**config.mk**
```make
export PLATFORM = sky130hd
export DESIGN_NAME = serial_sub4_flat
export DESIGN_NICKNAME = d
export VERILOG_FILES = /design/src/rtl/serial_sub4_if.sv /design/src/rtl/serial_sub4.sv /design/src/flat_wrapper.sv
export SDC_FILE = /design/constraint.sdc
export NUM_CORES = 1
export LEC_CHECK = 0
export BUFFER_PORTS_ARGS = -buffer_cell sky130_fd_sc_hd__buf_4
export CELL_PAD_IN_SITES_DETAIL_PLACEMENT = 1
export CELL_PAD_IN_SITES_GLOBAL_PLACEMENT = 1
export CORE_MARGIN = 5
export CORE_UTILIZATION = 43
export DETAILED_ROUTE_END_ITERATION = 8
export GPL_ROUTABILITY_DRIVEN = 0
export PLACE_DENSITY = 0.91
export SLEW_MARGIN = 10
export SYNTH_ARGS = -nofsm -noshare
export SYNTH_HDL_FRONTEND = slang
export SYNTH_SLANG_ARGS = --single-unit
export TNS_END_PERCENT = 50
```
**constraint.sdc**
```tcl
create_clock -name clk -period 3.9 [get_ports clk]
set_clock_uncertainty 0.2 [all_clocks]
set_input_delay 0.195 -clock clk [delete_from_list [all_inputs] [get_ports clk]]
set_output_delay 0.195 -clock clk [all_outputs]
set_load 0.02 [all_outputs]
```
**src/rtl/serial_sub4_if.sv**
```systemverilog
// Operand/result bundle for the bit-serial subtractor.
// master drives start/a/b; slave is the subtractor core.
interface serial_sub4_if #(
  parameter int WIDTH = 4
);
  logic             start;
  logic [WIDTH-1:0] a;
  logic [WIDTH-1:0] b;
  logic             busy;
  logic             done;
  logic [WIDTH-1:0] diff;
  logic             borrow;
  logic             zero;
  logic             ovf;

  modport master (
    output start, a, b,
    input  busy, done, diff, borrow, zero, ovf
  );

  modport slave (
    input  start, a, b,
    output busy, done, diff, borrow, zero, ovf
  );
endinterface

```
**src/rtl/serial_sub4.sv**
```systemverilog
// Bit-serial subtractor: diff = a - b over WIDTH clocks, one full-subtractor cell.
// Optional signed overflow flag enabled by SERIAL_SUB_SIGNED_OVF_EN.
//
// state  | meaning
// IDLE   | waiting for start; results held
// RUN    | one difference bit per clock, LSB first
// DONE   | one-cycle done pulse; start here begins the next operation
module serial_sub4 #(
  parameter int WIDTH = 4
) (
  input  logic         clk,
  input  logic         rst,
  serial_sub4_if.slave bus
);

  localparam int CW = 4;

  typedef enum logic [1:0] {
    S_IDLE,
    S_RUN,
    S_DONE
  } state_t;

  state_t           state_q, state_d;
  logic [WIDTH-1:0] sa_q, sa_d;
  logic [WIDTH-1:0] sb_q, sb_d;
  logic [WIDTH-1:0] res_q, res_d;
  logic             bw_q, bw_d;
  logic [CW-1:0]    cnt_q, cnt_d;
  logic [WIDTH-1:0] diff_q, diff_d;
  logic             borrow_q, borrow_d;
  logic             zero_q, zero_d;

  logic             d_bit;
  logic             bw_n;
  logic [WIDTH-1:0] res_n;

`ifdef SERIAL_SUB_SIGNED_OVF_EN
  logic a_msb_q, a_msb_d;
  logic b_msb_q, b_msb_d;
  logic ovf_q, ovf_d;
`endif

  always_comb begin
    state_d  = state_q;
    sa_d     = sa_q;
    sb_d     = sb_q;
    res_d    = res_q;
    bw_d     = bw_q;
    cnt_d    = cnt_q;
    diff_d   = diff_q;
    borrow_d = borrow_q;
    zero_d   = zero_q;
`ifdef SERIAL_SUB_SIGNED_OVF_EN
    a_msb_d  = a_msb_q;
    b_msb_d  = b_msb_q;
    ovf_d    = ovf_q;
`endif

    d_bit = sa_q[0] ^ sb_q[0] ^ bw_q;
    bw_n  = (~sa_q[0] & sb_q[0]) | (~(sa_q[0] ^ sb_q[0]) & bw_q);
    res_n = {d_bit, res_q[WIDTH-1:1]};

    case (state_q)
      S_IDLE, S_DONE: begin
        if (bus.start) begin
          sa_d    = bus.a;
          sb_d    = bus.b;
          res_d   = '0;
          bw_d    = 1'b0;
          cnt_d   = '0;
`ifdef SERIAL_SUB_SIGNED_OVF_EN
          a_msb_d = bus.a[WIDTH-1];
          b_msb_d = bus.b[WIDTH-1];
`endif
          state_d = S_RUN;
        end else begin
          state_d = S_IDLE;
        end
      end
      S_RUN: begin
        sa_d  = sa_q >> 1;
        sb_d  = sb_q >> 1;
        res_d = res_n;
        bw_d  = bw_n;
        cnt_d = cnt_q + CW'(1);
        // Last bit: publish the result with the final bit merged in.
        if (cnt_q == CW'(WIDTH - 1)) begin
          diff_d   = res_n;
          borrow_d = bw_n;
          zero_d   = (res_n == '0);
`ifdef SERIAL_SUB_SIGNED_OVF_EN
          ovf_d    = (a_msb_q != b_msb_q) && (d_bit != a_msb_q);
`endif
          state_d  = S_DONE;
        end
      end
      default: state_d = S_IDLE;
    endcase
  end

  always_ff @(posedge clk) begin
    if (rst) begin
      state_q  <= S_IDLE;
      sa_q     <= '0;
      sb_q     <= '0;
      res_q    <= '0;
      bw_q     <= 1'b0;
      cnt_q    <= '0;
      diff_q   <= '0;
      borrow_q <= 1'b0;
      zero_q   <= 1'b0;
`ifdef SERIAL_SUB_SIGNED_OVF_EN
      a_msb_q  <= 1'b0;
      b_msb_q  <= 1'b0;
      ovf_q    <= 1'b0;
`endif
    end else begin
      state_q  <= state_d;
      sa_q     <= sa_d;
      sb_q     <= sb_d;
      res_q    <= res_d;
      bw_q     <= bw_d;
      cnt_q    <= cnt_d;
      diff_q   <= diff_d;
      borrow_q <= borrow_d;
      zero_q   <= zero_d;
`ifdef SERIAL_SUB_SIGNED_OVF_EN
      a_msb_q  <= a_msb_d;
      b_msb_q  <= b_msb_d;
      ovf_q    <= ovf_d;
`endif
    end
  end

  assign bus.busy   = (state_q == S_RUN);
  assign bus.done   = (state_q == S_DONE);
  assign bus.diff   = diff_q;
  assign bus.borrow = borrow_q;
  assign bus.zero   = zero_q;
`ifdef SERIAL_SUB_SIGNED_OVF_EN
  assign bus.ovf    = ovf_q;
`else
  assign bus.ovf    = 1'b0;
`endif

endmodule

```
**src/flat_wrapper.sv**
```systemverilog
// flat-port wrapper written by rule: the top's interface ports become plain ports
module serial_sub4_flat 
#(
  parameter int WIDTH = 4
)
  (clk, rst, bus_start, bus_a, bus_b, bus_busy, bus_done, bus_diff, bus_borrow, bus_zero, bus_ovf);
  serial_sub4_if #(.WIDTH(WIDTH)) bus_i ();
  input  logic clk;
  input  logic rst;
  input wire logic [$bits(bus_i.start)-1:0] bus_start;
  input wire logic [$bits(bus_i.a)-1:0] bus_a;
  input wire logic [$bits(bus_i.b)-1:0] bus_b;
  output wire logic [$bits(bus_i.busy)-1:0] bus_busy;
  output wire logic [$bits(bus_i.done)-1:0] bus_done;
  output wire logic [$bits(bus_i.diff)-1:0] bus_diff;
  output wire logic [$bits(bus_i.borrow)-1:0] bus_borrow;
  output wire logic [$bits(bus_i.zero)-1:0] bus_zero;
  output wire logic [$bits(bus_i.ovf)-1:0] bus_ovf;
  assign bus_i.start = bus_start;
  assign bus_i.a = bus_a;
  assign bus_i.b = bus_b;
  assign bus_busy = bus_i.busy;
  assign bus_done = bus_i.done;
  assign bus_diff = bus_i.diff;
  assign bus_borrow = bus_i.borrow;
  assign bus_zero = bus_i.zero;
  assign bus_ovf = bus_i.ovf;
  serial_sub4 #(.WIDTH(WIDTH)) u_core (.clk(clk), .rst(rst), .bus(bus_i));
endmodule
```
==> results.md <==
- Row Count: 18
- Switch share: 27.4%
- Worst-path cell chain: nand2b_4, inv_2, buf_4
- Initial antenna violation count: 0
- Commonest cells after routing, fill and taps aside: dfxtp_1 (24), a21oi_1 (20), nand3_1 (19)
- Ys Warns: 0
- Number of diodes: 0
- Final-stage net count: 150
- Die area: 0.00359 mm2
- Worst rel slew slack: 49.2%
- Post-cts hold buffer count: 7
- Vias per cell: 5.65
- Clock Tree Root: clkbuf_4
- Flop pwr share: 60.0%
- First-pass GRT wire length: 4720 um
- TNS Setup: 0 ns
- Power per Cell Area: 344 mW/mm2
- Worst-Margin Slew: 0.760 ns
- Routed wire per std cell: 17.6 um
- Peak supply drop: 0.246 mV
- Ys async rst share: 0%
- Post-synth top area share: 44.9%
- Post-synthesis register bit count: 24
- Layout cell share with drive strength beyond 1: 24.4%
- Tot Pwr: 434 uW
- Commonest non-fill, non-tap cell in the layout: dfxtp_1
- Period utilization: 50.3%
- Syn Std Cell Area: 0.00107 mm2
- Total number of vias: 932
- CTS sink count: 24
- GRT Util Overall: 18.3%
- CP Capture Type: output port
- Vias in the first global route: 958
- Maximum single-stage delay on the critical path: 0.44 ns
- Max Root-Sink Buffers: 2
- Mean Syn Cell Area: 9.07 um2
- Arr. time, crit path: 1.57 ns
- Clock Power Share: 25.2%
- Fill count: 291
- Largest net degree at the start of global routing: 26
- Crit-path slowest cell: dfxtp_1
- NetSw: 119 uW
- Crit path kind: flop to output port
- Area leader, netlist: dfxtp_1
- Final Hold Fails: 0
- # IOs: 20
- Main synth FF type: dfxtp_1
- Area of the multi-input gates: 502 um2
- Post-CTS setup repair buffer count: 0
- Register area: 480 um2
- Min-delay worst type: input pin to flop
- Die width: 59.9 um
- Initial DRT Pass Iterations: 4
- Initial core utilization: 44.0%
- WL final: 2910 um
- Area Growth Syn to Fin: 18.0%
- Total CTS buffers: 3
- Syn nets: 131
- Critical path peak fanout: 23
- Drt initial violations: 43
- Final core occ: 51.9%
- Finished Layout Cells: 165
- Post-synth EDFFs: 0
- GRT Residual Overflow: 0
- Die H: 59.9 um
- CTS clk-pin slew, worst paths: 0.13 ns
- Setup Viol. Count Final: 0
- Synth top area cells: dfxtp_1 (45%), a21oi_1 (9.4%), nand3_1 (8.9%), a22oi_1 (4.2%), o21ai_2 (4.1%)
- Final Max Slew Viols: 0
- Critical Path RT: 3.50 ns
- Worst Hold Slack: 0.000518 ns
- Port bufs: 18
- Internal: 316 uW
- Placed Cells: 155
- Nature of the critical path startpoint: flop
- Clk Latency, worst-skew pair: 0.32 ns
- H-tree levels: 1
- Leakage: 0.000453 uW
- Final critical-path required period: 1.96 ns
- Fmax: 0.509 GHz
- Drt drc: 0
- CTS tree: yes
- DP HPWL: 1920 um
- Status: finished, final reports clean
- # Max-Cap Violations: 0
- Core ar.: 0.00243 mm2
- Post-CTS Resized: 0
- Syn Inst Count: 118
- RSZ-0062 raised after global routing: false
- Sequential area share after synthesis: 44.9%
- Combinational share of power: 14.8%
- Antenna viol nets, final: 0
- Netlist cell types: 32
-- cell usage after synthesis (2+ instances only) --
cell and number:
dfxtp_1 24, buf_4 4, o21ai_2 5, buf_6 2, a21oi_1 20, inv_1 3, nand2b_1 2, nor2b_1 2
clkbuf_1 3, a22oi_1 6, a21oi_2 2, nand3_1 19, nand2_1 6, nor2_1 2
-- through the flow --
stage	area (um2)	worst slack, ns
6_report	1260	1.94
5_1_grt	1260	1.83
4_1_cts	1260	1.96
3_5_place_dp	1170	2.12
3_3_place_gp	1170	2.24
2_1_floorplan	1070	2.29
-- state kept, by name, indices dropped and copies added, names as in the netlist --
signal and flops:
u_core.res_q 3, u_core.cnt_q 4, u_core.sb_q 4, u_core.bw_q 1, u_core.bus.diff 4, u_core.bus.zero 1, u_core.sa_q 4, u_core.state_q 2
u_core.bus.borrow 1
-- per-layer routing --
layer	GRT usage [%]	vias to the layer above	routed length (um)
met4	9.81	0	97
met3	3.24	8	124
met1	18.7	450	1040
li1	-	448	-
met2	34.4	26	1650
met5	0	-	0
-- final timing paths --
kind	from	to	slack (ns)	depth (start not counted)
worst max-delay path	u_core.state_q[0]	bus_busy	1.94	3
worst min-delay path	bus_b[1]	u_core.sb_q[1]	0.0005	3
worst max register to register	u_core.sb_q[0]	u_core.bus.zero	2.08	5
worst min register to register	u_core.sb_q[3]	u_core.sb_q[3]	0.28	2
-- worst max-delay path, delay by kind of cell (launching register included) --
family	cells	cell delay [ns]
and+or+nand+nor	1	0.22
DFF	1	0.44
buffers and inverters	2	0.58
-- power groups by stage --
stage | logic (uW) | registers [uW] | clock network (uW)
floorplan | 45.6 | 264 | 0
global placement | 53.9 | 265 | 0
detailed placement | 57.4 | 266 | 0
CTS | 63.3 | 260 | 111
global route | 71.2 | 262 | 123
finish | 64.3 | 261 | 110
-- area by class of cell --
type                    instances  share of cell area, %
clock buffers                   3                   1.78
inverters                       4                   1.19
multi-input cells              79                   39.7
flip-flops and latches         24                   38.1
well taps                      30                   2.97
repair buffers                 25                   16.3
-- logic make-up after synthesis --
logic type               Yosys count  synth area share, %
AND/OR/NAND/NOR                   40                 21.6
AO/OA/AOI/OAI                     35                 20.8
flip-flops                        24                 44.9
buffers and inverters             15                 8.19
adder cells (fa/ha/maj)            2                 3.04
multiplexers                       1                 1.05
other                              1                0.351
(Power assumes the default switching activity.)
